**src/rtl/mem_burst_pkg.sv**
```systemverilog
// Shared types for the multi-nibble RAM burst engine.
package mem_burst_pkg;

  localparam int unsigned NIBBLE_W = 4;

  typedef enum logic [2:0] {
    IDLE,
    STORE,
    READ,
    DRAIN,
    DONE
  } state_t;

  typedef enum logic {
    INC,
    DEC
  } xfer_dir_t;

endpackage

```
**src/rtl/ptr_step.sv**
```systemverilog
// Pointer post-step: +/-1 on the low WRAP_BITS, page bits passed through untouched.
module ptr_step #(
  parameter int unsigned ADDR_WIDTH = 12,
  parameter int unsigned WRAP_BITS  = 8
) (
  input  logic [ADDR_WIDTH-1:0] ptr,
  input  logic                  dec,
  output logic [ADDR_WIDTH-1:0] ptr_next_c
);

  logic [WRAP_BITS-1:0] low_c;

  // Low field wraps naturally modulo 2^WRAP_BITS.
  always_comb begin
    low_c = dec ? (ptr[WRAP_BITS-1:0] - WRAP_BITS'(1))
                : (ptr[WRAP_BITS-1:0] + WRAP_BITS'(1));
  end

  generate
    if (WRAP_BITS < ADDR_WIDTH) begin : g_page
      assign ptr_next_c = {ptr[ADDR_WIDTH-1:WRAP_BITS], low_c};
    end else begin : g_flat
      assign ptr_next_c = ADDR_WIDTH'(low_c);
    end
  endgenerate

endmodule

```
**src/rtl/mem_burst_xfer.sv**
```systemverilog
// Multi-nibble RAM store/gather engine with post-stepped page-relative pointer.
module mem_burst_xfer
  import mem_burst_pkg::*;
#(
  parameter int unsigned  MAX_NIBBLES = 4,
  parameter int unsigned  ADDR_WIDTH  = 12,
  parameter int unsigned  WRAP_BITS   = 8,
  localparam int unsigned CNT_W       = $clog2(MAX_NIBBLES + 1),
  localparam int unsigned DATA_W      = MAX_NIBBLES * NIBBLE_W
) (
  input  logic                  clk,
  input  logic                  reset,
  input  logic                  clk_en,
  input  logic                  start,
  input  logic                  load,
  input  logic                  dec,
  input  logic [CNT_W-1:0]      count,
  input  logic [ADDR_WIDTH-1:0] base_addr,
  input  logic [DATA_W-1:0]     wdata,
  output logic                  busy,
  output logic                  done,
  output logic [ADDR_WIDTH-1:0] ptr_out,
  output logic                  ptr_we,
  output logic [DATA_W-1:0]     rdata,
  output logic [ADDR_WIDTH-1:0] ram_addr,
  output logic [NIBBLE_W-1:0]   ram_wdata,
  output logic                  ram_we,
  input  logic [NIBBLE_W-1:0]   ram_rdata
);

  state_t                state_q, state_d;
  xfer_dir_t             dir_q, dir_d;
  logic [CNT_W-1:0]      idx_q, idx_d, cnt_q, cnt_d, idx_inc;
  logic [ADDR_WIDTH-1:0] ptr_q, ptr_d, ptr_out_q, ptr_out_d, ptr_step_c;
  logic [DATA_W-1:0]     wsh_q, wsh_d, rdata_q, rdata_d;
  logic                  busy_q, busy_d, done_q, done_d, ram_we_q, ram_we_d;
  logic                  step_dec;

  assign step_dec = (dir_q == DEC);

  ptr_step #(
    .ADDR_WIDTH(ADDR_WIDTH),
    .WRAP_BITS (WRAP_BITS)
  ) u_ptr_step (
    .ptr       (ptr_q),
    .dec       (step_dec),
    .ptr_next_c(ptr_step_c)
  );

  // Next-state, datapath and registered-output decode.
  always_comb begin
    state_d   = state_q;
    dir_d     = dir_q;
    idx_d     = idx_q;
    cnt_d     = cnt_q;
    ptr_d     = ptr_q;
    ptr_out_d = ptr_out_q;
    wsh_d     = wsh_q;
    rdata_d   = rdata_q;
    idx_inc   = idx_q + CNT_W'(1);

    unique case (state_q)
      IDLE: begin
        if (start) begin
          dir_d = xfer_dir_t'(dec);
          idx_d = '0;
          cnt_d = (count > CNT_W'(MAX_NIBBLES)) ? CNT_W'(MAX_NIBBLES) : count;
          ptr_d = base_addr;
          wsh_d = wdata;
          if (cnt_d == '0) begin
            state_d = DONE;
          end else if (load) begin
            state_d = READ;
            rdata_d = '0;
          end else begin
            state_d = STORE;
          end
        end
      end
      STORE: begin
        ptr_d = ptr_step_c;
        idx_d = idx_inc;
        wsh_d = wsh_q >> NIBBLE_W;
        if (idx_inc == cnt_q) state_d = DONE;
      end
      READ: begin
        ptr_d = ptr_step_c;
        idx_d = idx_inc;
        if (idx_inc == cnt_q) state_d = DRAIN;
      end
      DRAIN:   state_d = DONE;
      DONE:    state_d = IDLE;
      default: state_d = IDLE;
    endcase

    // Read data trails its address by one cycle, so it lands in nibble idx-1.
    if ((state_q == DRAIN) || ((state_q == READ) && (idx_q != '0))) begin
      for (int unsigned k = 0; k < MAX_NIBBLES; k++) begin
        if (idx_q == CNT_W'(k + 1)) rdata_d[k*NIBBLE_W +: NIBBLE_W] = ram_rdata;
      end
    end

    busy_d   = (state_d != IDLE);
    done_d   = (state_d == DONE);
    ram_we_d = (state_d == STORE);
    if (done_d) ptr_out_d = ptr_d;
  end

  // State and datapath registers; everything holds while clk_en is low.
  always_ff @(posedge clk) begin
    if (reset) begin
      state_q   <= IDLE;
      dir_q     <= INC;
      idx_q     <= '0;
      cnt_q     <= '0;
      ptr_q     <= '0;
      ptr_out_q <= '0;
      wsh_q     <= '0;
      rdata_q   <= '0;
      busy_q    <= 1'b0;
      done_q    <= 1'b0;
      ram_we_q  <= 1'b0;
    end else if (clk_en) begin
      state_q   <= state_d;
      dir_q     <= dir_d;
      idx_q     <= idx_d;
      cnt_q     <= cnt_d;
      ptr_q     <= ptr_d;
      ptr_out_q <= ptr_out_d;
      wsh_q     <= wsh_d;
      rdata_q   <= rdata_d;
      busy_q    <= busy_d;
      done_q    <= done_d;
      ram_we_q  <= ram_we_d;
    end
  end

  assign busy      = busy_q;
  assign done      = done_q;
  assign ptr_we    = done_q;
  assign ptr_out   = ptr_out_q;
  assign rdata     = rdata_q;
  assign ram_addr  = ptr_q;
  assign ram_wdata = wsh_q[NIBBLE_W-1:0];
  // A write never escapes on a stalled cycle or in the cycle reset aborts the burst.
  assign ram_we    = ram_we_q & clk_en & ~reset;

endmodule
```
**config.mk**
```make
export PLATFORM = sky130hd
export DESIGN_NAME = mem_burst_xfer
export DESIGN_NICKNAME = d
export VERILOG_FILES = /design/src/rtl/mem_burst_pkg.sv /design/src/rtl/ptr_step.sv /design/src/rtl/mem_burst_xfer.sv
export SDC_FILE = /design/constraint.sdc
export NUM_CORES = 1
export LEC_CHECK = 0
export CORE_ASPECT_RATIO = 0.75
export CORE_MARGIN = 10
export CORE_UTILIZATION = 55
export DETAILED_ROUTE_END_ITERATION = 7
export DONT_BUFFER_PORTS = 1
export HOLD_SLACK_MARGIN = 0.02
export PLACE_DENSITY = 0.7
export SLEW_MARGIN = 20
export SYNTH_ARGS = -nofsm -noshare
export SYNTH_HDL_FRONTEND = slang
export SYNTH_SLANG_ARGS = --single-unit
```
**constraint.sdc**
```tcl
create_clock -name clk -period 4.4 [get_ports clk]
set_input_delay 0.88 -clock clk [delete_from_list [all_inputs] [get_ports clk]]
set_output_delay 0.88 -clock clk [all_outputs]
set_load 0.01 [all_outputs]
```
-- Word level (Yosys, flattened, before mapping)
Index checks and enable logic that the tools add are counted.
W data, S select, Z words.
- add/subtract/negate cells: 3
- magnitude comparators: 1
- eq/ne operators: 11
- muxes and demuxes: 23
- bitwise gates (word level): 3
- reduce and logical (&&, ||, !) cells: 13
- operator list (kind ; number):
    $mux W16 ; 6
    $pmux W16 S2 ; 1
    $pmux W12 S2 ; 1
    $mux W3 ; 6
    $mux W4 ; 4
    $eq A3 B2 Y1 const B ; 4
    $mux W12 ; 1
    $pmux W3 S4 ; 1
    $eq A3 B1 Y1 const B ; 3
    $reduce_and A3 Y1 ; 3
    $add A8 B1 Y8 const B ; 1
    $mux W8 ; 1
    $sub A8 B1 Y8 const B ; 1
    $eq A3 B3 Y1 const B ; 2
    $logic_not A3 Y1 ; 2
    $pmux W3 S2 ; 1
    $reduce_bool A3 Y1 ; 2
    $reduce_bool A2 Y1 ; 2
    $add A3 B1 Y3 const B ; 1
    $eq A3 B3 Y1 ; 1
    $gt A3 B3 Y1 const B ; 1
    $and A1 B1 Y1 ; 2
    $mux W2 ; 1
    $ne A2 B2 Y1 const B ; 1
    other kinds (5) ; 5
- register bits after elaboration: 69
- input port bits: 41
- output and inout port bits: 48
- word-level logic and storage cells: 65

-- Longest topological paths before layout
Gate-level depths: netlist (run 1).
- depth after elaboration: 8
- mapped depth: 8
- depth with buffers taken out: 7

-- By module
From an unflattened synthesis (run 1), not the netlist that was laid out.
- cells, all modules: 403
- area, all modules: 3533.4 um2
- by module, submodules not included (module ; times used ; cells an instance ; area an instance (um2) ; seq. area each (um2)):
    mem_burst_xfer ; 1 ; 359 ; 3205.6 ; 1381.3
    ptr_step ; 1 ; 44 ; 327.8 ; 0.0

-- Worst setup path after synthesis (run 1)
No wires, ideal clock.
- path kind: input to output
- start: input clk_en
- end: output ram_we
- arrival time: 1.550 ns
- required time: 3.520 ns
- path slack: 1.970 ns
- stages on the path: 3
- path buffers: 2
- cell sequence: buf_2 -> clkbuf_1 -> and3_1
- word-level cells in the longest chain between the ends: 2
- ends and longest elaborated chain (element ; line ; source):
    from (decl) ; mem_burst_xfer.sv:13 ; input logic clk_en,
    $and A1 B1 Y1 (2 in a row) ; mem_burst_xfer.sv:146 ; assign ram_we = ram_we_q & clk_en & ~reset;
    to (decl) ; mem_burst_xfer.sv:27 ; output logic ram_we,
Every way passes these cells.

-- Worst setup path in the final report (run 1)
- start: register state_q[1]
- end: register wsh_q[10]
- word-level cells in the longest chain between the ends: 3
- elaborated cells on any way between the ends: 6
- classes of those cells: eq/ne: 2; mux: 1; reduce/logical: 3
- ends and longest elaborated chain (element ; line ; source):
    from (decl) ; mem_burst_xfer.sv:31 ; state_t state_q, state_d;
    from (signal assigned) ; mem_burst_xfer.sv:124 ; state_q <= state_d;
    $eq A3 B1 Y1 or $logic_not A3 Y1 (tied branches) ; mem_burst_xfer.sv:62 ; unique case (state_q)
    $reduce_bool A2 Y1 (no source line) or $ne A2 B2 Y1 (tied branches) ; n/a ;
    $reduce_and A3 Y1 (no source line) ; n/a ;
    to (signal assigned) ; mem_burst_xfer.sv:130 ; wsh_q <= wsh_d;
    to (decl) ; mem_burst_xfer.sv:35 ; logic [DATA_W-1:0] wsh_q, wsh_d, rdata_q, rdata_d;
Several ways; a longest one is shown, not always the timed one.
A chain may end at the register's enable or synchronous reset.

==> results of run 1 <==
==> final cells by class <==
type,instances,area share
clock buffers,9,0.0339
clock inverters,7,0.0267
inverters,11,0.0113
multi-input cells,276,0.517
flip-flops and latches,69,0.378
well taps,78,0.0267
repair buffers,3,0.00617
==> routing by layer <==
metal / up-vias / track usage
li1: 1390 / -
met2: 113 / 0.258
met4: 0 / 0.0547
met3: 11 / 0.0838
met1: 1313 / 0.210
met5: - / 0
==> logic make-up after synthesis <==
group           after synthesis  synth area share
simple gates                124             0.174
compound gates              117             0.260
flops                        69             0.398
buf+inv                      40            0.0587
mux                          17            0.0490
fa+ha+maj                    12            0.0454
xor+xnor                      6            0.0151
==> critical path, cell delays in order (launching register included) <==
cell and delay [ns]:
dfxtp_1 0.47, nor4b_2 0.75, buf_4 0.28, nor2_1 0.08, nor2_4 0.39, nor2_1 0.09, a211oi_1 0.20
==> state kept, by name, summed over array words and instances, names as in the netlist <==
| name | count |
|---|---|
| rdata | 16 |
| wsh_q | 16 |
| ptr_out | 12 |
| ram_addr | 12 |
| cnt_q | 3 |
| idx_q | 3 |
| state_q | 3 |
| busy | 1 |
| dir_q | 1 |
| done | 1 |
| ram_we_q | 1 |
==> cell usage after synthesis, types with 2 or more instances <==
library cell and instances:
a22o_1 3, nor3_1 3, a21oi_1 22, nor4b_2 3, a31oi_1 2, nand2b_1 4, buf_4 9, a211oi_1 24
xor2_1 2, clkbuf_1 14, a32oi_1 17, xnor2_1 4, or2_2 3, nand2_1 19, ha_1 11, nand4_1 2
nor2_1 72, a311oi_1 4, nor3b_1 3, buf_2 4, nor2b_1 2, dfxtp_1 69, buf_6 2, nand3_1 5
o21ai_0 11, inv_1 10, a21o_1 3, o31a_1 3, a211oi_2 7, mux2i_1 17, a22oi_1 11
==> metrics by stage <==
stage | hold WS [ns] | worst slack, ns | cell area (um2) | power (W) | utilization
after floorplan | 0.442 | 1.97 | 3470 | 0.000881 | -
final | 0.478 | 2.05 | 3650 | 0.00145 | 0.611
after global routing | 0.511 | 1.85 | 3650 | 0.00151 | 0.611
after CTS | 0.476 | 2.06 | 3650 | 0.00146 | 0.611
after detailed placement | 0.464 | 1.81 | 3430 | 0.000901 | 0.574
after global placement | 0.457 | 1.85 | 3430 | 0.000896 | 0.574
==> report_power, final <==
part / switching, W / internal [W] / leakage (nW) / total, W
clock network: 0.000245 / 0.000321 / 0.106 / 0.000565
logic: 0.000111 / 0.0000784 / 0.602 / 0.000190
registers: 0.0000422 / 0.000655 / 0.562 / 0.000697
==> worst paths after layout <==
path	startpoint	end	slack, ns	cells after the start
worst min register to register	cnt_q[2]$_SDFFE_PP0P_	cnt_q[2]$_SDFFE_PP0P_	0.48	2
worst min-delay path	cnt_q[2]$_SDFFE_PP0P_	cnt_q[2]$_SDFFE_PP0P_	0.48	2
worst max register to register	state_q[1]$_SDFFE_PP0P_	wsh_q[10]$_SDFFE_PP0P_	2.05	6
worst max-delay path	state_q[1]$_SDFFE_PP0P_	wsh_q[10]$_SDFFE_PP0P_	2.05	6
==> flow_metrics.py, run 1 <==
metrics = {
    "routing": {
        "viasPerCell": 6.24,
        "ant_nets": 0,
        "routed_wirelength_um": 8700,
        "drtIter0Drc": 172,
        "top_layer": "met4",
        "met3RoutedLength_um": 963,
        "wl_met2_um": 3870,
        "first_pass_iters": 4,
        "met1_length_um": 3760,
        "wl_per_cell_um": 19.2,
        "via_count": 2827,
        "drc_errors": 0,
    },
    "yosys": {
        "synth_top_cell_by_area": "dfxtp_1",
        "syn_nets": 438,
        "ys_seq_area_frac": 0.398,
        "ys_warn_count": 0,
        "synthArstFlopShare": 0,
        "ys_types": 51,
        "ys_ff_latch": 69,
        "avgSynthCellArea_um2": 9.02,
        "synth_edf_count": 0,
        "synthCells": 385,
        "synth_top_area_frac": 0.398,
        "ys.flop_type": "dfxtp_1",
        "ys_top_cells_by_area": "dfxtp_1 (40%), nor2_1 (7.8%), a211oi_1 (5.2%)",
        "netlist_area_um2": 3470,
    },
    "placed_design": {
        "dp.cells": 437,
        "io_buffers": 0,
        "place_congestion": 0.905,
        "hpwlAfterDp_um": 6390,
    },
    "outcome": {
        "status": "completed",
    },
    "grt": {
        "grt_use_total": 0.171,
        "grt_pass1_wl_um": 13800,
        "antenna_found_initial": 0,
        "grt_pass1_vias": 2626,
        "grt_max_degree": 70,
        "gr-total-overflow": 0,
    },
    "floorplanning": {
        "io_pins": 89,
        "core-area_um2": 5980,
        "num_rows": 24,
        "die_h_um": 88.8,
        "fp.dieArea_um2": 9930,
        "dieWidth_um": 112,
        "initial_core_util": 0.581,
    },
    "clocking": {
        "cts.htree.levels": 3,
        "cts_buffer_depth": 2,
        "postCtsSetupRepairBufs": 0,
        "cts_hold_buf": 0,
        "cts_buffers": 9,
        "insertion_delay_ns": 0.35,
        "clock-sinks": 69,
        "clk_pin_slew_ns": 0.08,
        "cts_tree": "built",
        "cts-root-buf": "clkbuf_8",
        "cts_resized": 0,
    },
    "sta": {
        "hold_viol": 0,
        "min_period_ns": 2.35,
        "tightest_slew_ns": 0.741,
        "fmax_ghz": 0.426,
        "rsz0062_at_grt": "no",
        "relSlewSlack": 0.505,
        "tns_ns": 0,
        "setup_viol": 0,
        "skew_ns": 0.0102,
        "fin_crit_sh": 0.533,
        "maxSlewViolCount": 0,
    },
    "pwr": {
        "power_density_nw_per_um2": 398,
        "peakVddDrop_uv": 161,
        "leakagePower_nw": 1.27,
    },
    "worst_hold_path": {
        "hp-class": "reg -> reg",
    },
    "critical_path": {
        "crit_type": "reg -> reg",
        "crit_path_end_kind": "flop",
        "cp_max_fo": 24,
        "cp_data_required_time_ns": 4.66,
        "arrival_ns": 2.61,
        "startpoint_type": "flop",
    },
    "final_layout": {
        "layout_common_cells": "nor2_1 (72), dfxtp_1 (69), a211oi_1 (24), a21oi_1 (22), nand2_1 (19)",
        "seq_area_um2": 1380,
        "instances_no_fill": 453,
        "drive_gt1_frac": 0.101,
        "num_antenna_cells": 0,
        "multiInputGateArea_um2": 1890,
        "nNetsFinal": 423,
        "layout_commonest_cell": "nor2_1",
        "syn_to_final_growth_pct": 5.15,
        "fill_cells": 530,
    },
    "job": {
        "cap_violations": 0,
    },
}
No activity file was read; power rests on OpenSTA's default activity.
==> inputs of run 2 (changes only) <==
--- a/config.mk
+++ b/config.mk
@@ -11,7 +11,7 @@
 export DETAILED_ROUTE_END_ITERATION = 7
 export DONT_BUFFER_PORTS = 1
 export HOLD_SLACK_MARGIN = 0.02
-export PLACE_DENSITY = 0.7
+export PLACE_DENSITY = 0.73
 export SLEW_MARGIN = 20
 export SYNTH_ARGS = -nofsm -noshare
 export SYNTH_HDL_FRONTEND = slang
==> constraint.sdc (replaced) <==
create_clock -name clk -period 2 [get_ports clk]
set_input_delay 0.4 -clock clk [delete_from_list [all_inputs] [get_ports clk]]
set_output_delay 0.4 -clock clk [all_outputs]
set_load 0.01 [all_outputs]
==> run 2 against run 1 <==
  * The flow now finishes with violations (negative setup slack)
  * Clock power rose to 2.6 times the previous value
  * Via count rose by 7.2%
  * Worst hold slack got worse by 0.36 ns
  * Utilization rose by 11 points
  * Critical path type unchanged
  * Critical endpoint is now state_q[2]$_SDFFE_PP0P_
==> flow_metrics.py, run 2 (synthesized netlist as in run 1, its figures left out) <==
metrics = {
    "pwr": {
        "swShare": 0.263,
        "comb_power_share": 0.168,
        "leakagePower_nw": 1.57,
        "p_switching_w": 0.000949,
        "power_density_nw_per_um2": 838,
        "internal_power_w": 0.00266,
        "p_clk_frac": 0.412,
        "power_frac_seq": 0.420,
        "peakVddDrop_uv": 581,
    },
    "critical_path": {
        "r2r-end": "state_q[2]$_SDFFE_PP0P_",
        "r2r_cells": 10,
        "startpoint_type": "flop",
        "crit_path_end_kind": "flop",
        "r2r_start": "idx_q[0]$_SDFFE_PP0P_",
        "crit_type": "reg -> reg",
        "cp_data_required_time_ns": 2.29,
        "arrival_ns": 2.33,
        "ff2ff_setup_slack_ns": -0.04,
        "cp_max_fo": 6,
    },
    "sta": {
        "setup_viol": 8,
        "fmax_ghz": 0.491,
        "fin_crit_sh": 1.02,
        "maxSlewViolCount": 0,
        "rsz0062_at_grt": "yes",
        "whs_ns": 0.122,
        "tns_ns": -0.163,
        "relSlewSlack": 0.658,
        "tightest_slew_ns": 0.512,
        "layout_setup_ws_ns": -0.0386,
        "hold_viol": 0,
        "skew_ns": 0.00868,
        "min_period_ns": 2.04,
    },
    "routing": {
        "wl_per_cell_um": 20.1,
        "ant_nets": 0,
        "first_pass_iters": 4,
        "via_count": 3031,
        "drtIter0Drc": 285,
        "drc_errors": 0,
        "viasPerCell": 6.14,
        "routed_wirelength_um": 9950,
    },
    "clocking": {
        "clk_pin_slew_ns": 0.08,
        "cts_tree": "built",
        "cts_buffer_depth": 2,
        "cts_buffers": 9,
        "clock-sinks": 69,
        "cts-root-buf": "clkbuf_8",
        "cts_hold_buf": 0,
        "insertion_delay_ns": 0.35,
        "cts.htree.levels": 3,
    },
    "grt": {
        "grt_pass1_vias": 2878,
        "antenna_found_initial": 0,
        "gr-total-overflow": 0,
        "grt_max_degree": 70,
        "grt_pass1_wl_um": 15000,
        "grt_use_total": 0.188,
    },
    "floorplanning": {
        "io_pins": 89,
        "core-area_um2": 5980,
        "num_rows": 24,
        "die_h_um": 88.8,
        "fp.dieArea_um2": 9930,
        "initial_core_util": 0.581,
        "dieWidth_um": 112,
    },
    "outcome": {
        "violations": "negative setup slack",
        "status": "finished with violations",
    },
    "placed_design": {
        "place_congestion": 0.921,
        "hpwlAfterDp_um": 6870,
        "io_buffers": 0,
        "placed_area_um2": 3780,
        "dp.cells": 470,
    },
    "worst_hold_path": {
        "hp-start": "reset",
        "min_to": "ptr_out[0]$_SDFFE_PP0P_",
        "hp-class": "in -> reg",
        "min_path_cells": 1,
    },
    "job": {
        "cap_violations": 0,
    },
    "final_layout": {
        "layout_common_cells": "nor2_1 (63), dfxtp_1 (62), buf_4 (37), a21oi_1 (19), nand2_1 (19)",
        "fill_cells": 446,
        "drive_gt1_frac": 0.288,
        "nNetsFinal": 464,
        "layout_commonest_cell": "nor2_1",
        "instances_no_fill": 494,
        "num_antenna_cells": 0,
        "syn_to_final_growth_pct": 24.2,
        "fin_area_um2": 4310,
    },
}
[run 2: worst max-delay path by stage]
stage	slack, ns	startpoint	endpoint	cells past startpoint
floorplan	-0.03	idx_q[0]$_SDFFE_PP0P_	ptr_out[1]$_SDFFE_PP0P_	7
global placement	-0.01	idx_q[0]$_SDFFE_PP0P_	ptr_out[7]$_SDFFE_PP0P_	8
detailed placement	-0.11	dir_q$_SDFFE_PP0P_	ram_addr[6]$_SDFFE_PP0P_	8
CTS	-0.05	idx_q[0]$_SDFFE_PP0P_	ptr_out[7]$_SDFFE_PP0P_	9
global route	-0.13	idx_q[0]$_SDFFE_PP0P_	state_q[2]$_SDFFE_PP0P_	10
finish	-0.04	idx_q[0]$_SDFFE_PP0P_	state_q[2]$_SDFFE_PP0P_	10
[run 2: worst max-delay path: stages (launching register included)]
cell and delay, ns:
dfxtp_4 0.36, ha_4 0.16, ha_4 0.26, xor2_1 0.16, nand3_2 0.12, a2111oi_4 0.32
buf_6 0.19, buf_12 0.14, buf_6 0.11, a21oi_2 0.03, nor2_1 0.11
[run 2: what timing repair did]
item | 4_1_cts | 5_1_grt
pin swaps | 8 | 9
gates cloned | 2 | 1
setup buffers | 3 | 4
hold endpoints to repair | 0 | 0
gates resized for setup | 4 | 39
endpoints found under the setup margin | 14 | 37
[run 2: final cells by class]
class,count,area (um2),share of cell area
timing repair buffer,44,405,0.0940
inverter,11,41.3,0.00957
clock inverter,5,104,0.0241
clock buffer,11,163,0.0377
multi-input combinational,276,2110,0.489
sequential,69,1390,0.323
tap,78,97.6,0.0226
[run 2: per-stage QoR]
step           power (W)   util  setup slack (ns)
2_1_floorplan    0.00194      -           -0.0253
6_report         0.00361  0.722           -0.0386
3_3_place_gp     0.00206  0.632           -0.0137
3_5_place_dp     0.00208  0.632            -0.113
4_1_cts          0.00357  0.690           -0.0510
5_1_grt          0.00376  0.722            -0.130
[run 2: metal layers]
metal / wire length, um / global-route usage / vias up
met4: 131 / 0.0536 / 0
met2: 4690 / 0.313 / 110
met3: 1010 / 0.0845 / 13
met1: 4130 / 0.217 / 1437
met5: 0 / 0 / -
li1: - / - / 1471
[run 2: power groups by stage]
stage | sequential, W | clock (W) | combinational (W)
floorplan | 0.00153 | 0 | 0.000416
global placement | 0.00154 | 0 | 0.000521
detailed placement | 0.00155 | 0 | 0.000532
CTS | 0.00151 | 0.00150 | 0.000551
global route | 0.00153 | 0.00157 | 0.000667
finish | 0.00152 | 0.00149 | 0.000606
==> inputs of run 3 (changes only) <==
--- a/config.mk
+++ b/config.mk
@@ -10,6 +10,7 @@
 export CORE_UTILIZATION = 55
 export DETAILED_ROUTE_END_ITERATION = 7
 export DONT_BUFFER_PORTS = 1
+export GPL_TIMING_DRIVEN = 0
 export HOLD_SLACK_MARGIN = 0.02
 export PLACE_DENSITY = 0.73
 export SLEW_MARGIN = 20
==> run 3 against run 2 <==
  * The flow still finishes with violations (negative setup slack)
  * Global-route usage is 0.16 points lower
  * Register-to-register slack got worse by 0.02 ns
  * Clock power down 15%
  * Maximum frequency shrank 0.88%
  * Power decreased by 5.9%
  * Sequential cell count did not move
  * Non-clock buffer count shrank 4
  * Critical path type unchanged
  * Largest power group unchanged
==> flow_metrics.py, run 3 (synthesized netlist as in run 1, its figures left out) <==
metrics = {
    "critical_path": {
        "cp_max_fo": 6,
        "arrival_ns": 2.33,
        "startpoint_type": "flop",
        "cp_data_required_time_ns": 2.27,
        "crit_path_end_kind": "flop",
        "crit_type": "reg -> reg",
        "ff2ff_setup_slack_ns": -0.06,
    },
    "sta": {
        "setup_viol": 11,
        "relSlewSlack": 0.534,
        "tns_ns": -0.332,
        "fin_crit_sh": 1.03,
        "fmax_ghz": 0.486,
        "tightest_slew_ns": 0.699,
        "whs_ns": 0.179,
        "maxSlewViolCount": 0,
        "layout_setup_ws_ns": -0.0567,
        "rsz0062_at_grt": "yes",
        "hold_viol": 0,
        "min_period_ns": 2.06,
        "skew_ns": 0.00707,
    },
    "grt": {
        "antenna_found_initial": 0,
        "grt_pass1_vias": 2884,
        "grt_pass1_wl_um": 15000,
        "gr-total-overflow": 0,
        "grt_use_total": 0.187,
        "grt_max_degree": 13,
    },
    "floorplanning": {
        "io_pins": 89,
        "die_h_um": 88.8,
        "initial_core_util": 0.581,
        "num_rows": 24,
        "fp.dieArea_um2": 9930,
        "dieWidth_um": 112,
        "core-area_um2": 5980,
    },
    "final_layout": {
        "layout_common_cells": "nor2_1 (64), dfxtp_1 (60), a211oi_1 (19), a21oi_1 (19), nand2_1 (19)",
        "nNetsFinal": 460,
        "seq_area_um2": 1400,
        "fin_area_um2": 4130,
        "post-route-util": 0.692,
        "drive_gt1_frac": 0.238,
        "num_antenna_cells": 0,
        "multiInputGateArea_um2": 2050,
        "fill_cells": 457,
        "layout_commonest_cell": "nor2_1",
        "syn_to_final_growth_pct": 19.0,
    },
    "clocking": {
        "clock-sinks": 69,
        "cts_buffer_depth": 2,
        "clk_pin_slew_ns": 0.07,
        "cts_hold_buf": 0,
        "insertion_delay_ns": 0.35,
        "cts_buffers": 9,
        "cts.htree.levels": 3,
        "cts-root-buf": "clkbuf_8",
        "cts_tree": "built",
    },
    "pwr": {
        "peakVddDrop_uv": 427,
        "leakagePower_nw": 1.46,
        "power_density_nw_per_um2": 823,
    },
    "routing": {
        "first_pass_iters": 5,
        "via_count": 3116,
        "viasPerCell": 6.36,
        "wl_per_cell_um": 20.9,
        "drc_errors": 0,
        "ant_nets": 0,
        "drtIter0Drc": 221,
        "routed_wirelength_um": 10200,
    },
    "placed_design": {
        "placed_area_um2": 3630,
        "hpwlAfterDp_um": 7290,
        "dp_slack_ns": -0.329,
        "place_congestion": 0.876,
        "io_buffers": 0,
    },
    "outcome": {
        "violations": "negative setup slack",
        "status": "finished with violations",
    },
    "worst_hold_path": {
        "hp-class": "in -> reg",
    },
    "job": {
        "cap_violations": 0,
    },
}
[run 3: where the power goes]
part / leakage (nW) / internal (W) / switching (W)
Sequential: 0.567 / 0.00144 / 0.0000777
Combinational: 0.783 / 0.000247 / 0.000360
Clock: 0.106 / 0.000738 / 0.000536
Total: 1.46 / 0.00243 / 0.000973
[run 3: path summary, 6_finish.rpt]
path,startpoint,end,cells past startpoint
worst max-delay path,idx_q[0]$_SDFFE_PP0P_,ptr_out[5]$_SDFFE_PP0P_,9
worst min-delay path,base_addr[11],ram_addr[11]$_SDFFE_PP0P_,2
worst max register to register,idx_q[0]$_SDFFE_PP0P_,ptr_out[5]$_SDFFE_PP0P_,9
worst min register to register,wsh_q[6]$_SDFFE_PP0P_,wsh_q[6]$_SDFFE_PP0P_,2
[run 3: layout make-up]
cell class                 instances  share of cell area
clock inverter                     5              0.0203
sequential                        69               0.339
clock buffer                      11              0.0342
tap                               78              0.0236
buffer                            29              0.0445
multi-input combinational        276               0.496
inverter                          11             0.00999
timing repair buffer              11              0.0324
[run 3: per-stage QoR]
stage | cells | power [W]
6_report | 490 | 0.00340
2_1_floorplan | 385 | 0.00194
3_5_place_dp | 463 | 0.00207
4_1_cts | 483 | 0.00334
5_1_grt | 490 | 0.00353
3_3_place_gp | 463 | 0.00205
[run 3: repair_timing]
action                     in CTS  in global routing
resized for setup              15                 27
gates cloned                    0                  3
hold endpoints to repair        0                  0
setup buffers                   4                  4
pin swaps                       2                  5
setup endpoints to repair      18                 50
[run 3: per-layer routing]
metal | GRT usage | wire (um) | up-vias
met5 | 0 | 0 | -
met4 | 0.0664 | 114 | 0
met3 | 0.0723 | 1020 | 15
met2 | 0.293 | 4770 | 146
met1 | 0.230 | 4350 | 1490
li1 | - | - | 1465
[run 3: worst max-delay path, stage by stage (launching register included)]
cell,delay [ns]
dfxtp_4,0.36
ha_4,0.16
ha_4,0.28
xor2_2,0.13
nand3_2,0.12
a2111oi_4,0.37
buf_6,0.23
clkbuf_16,0.17
nor2_2,0.04
a211oi_2,0.13
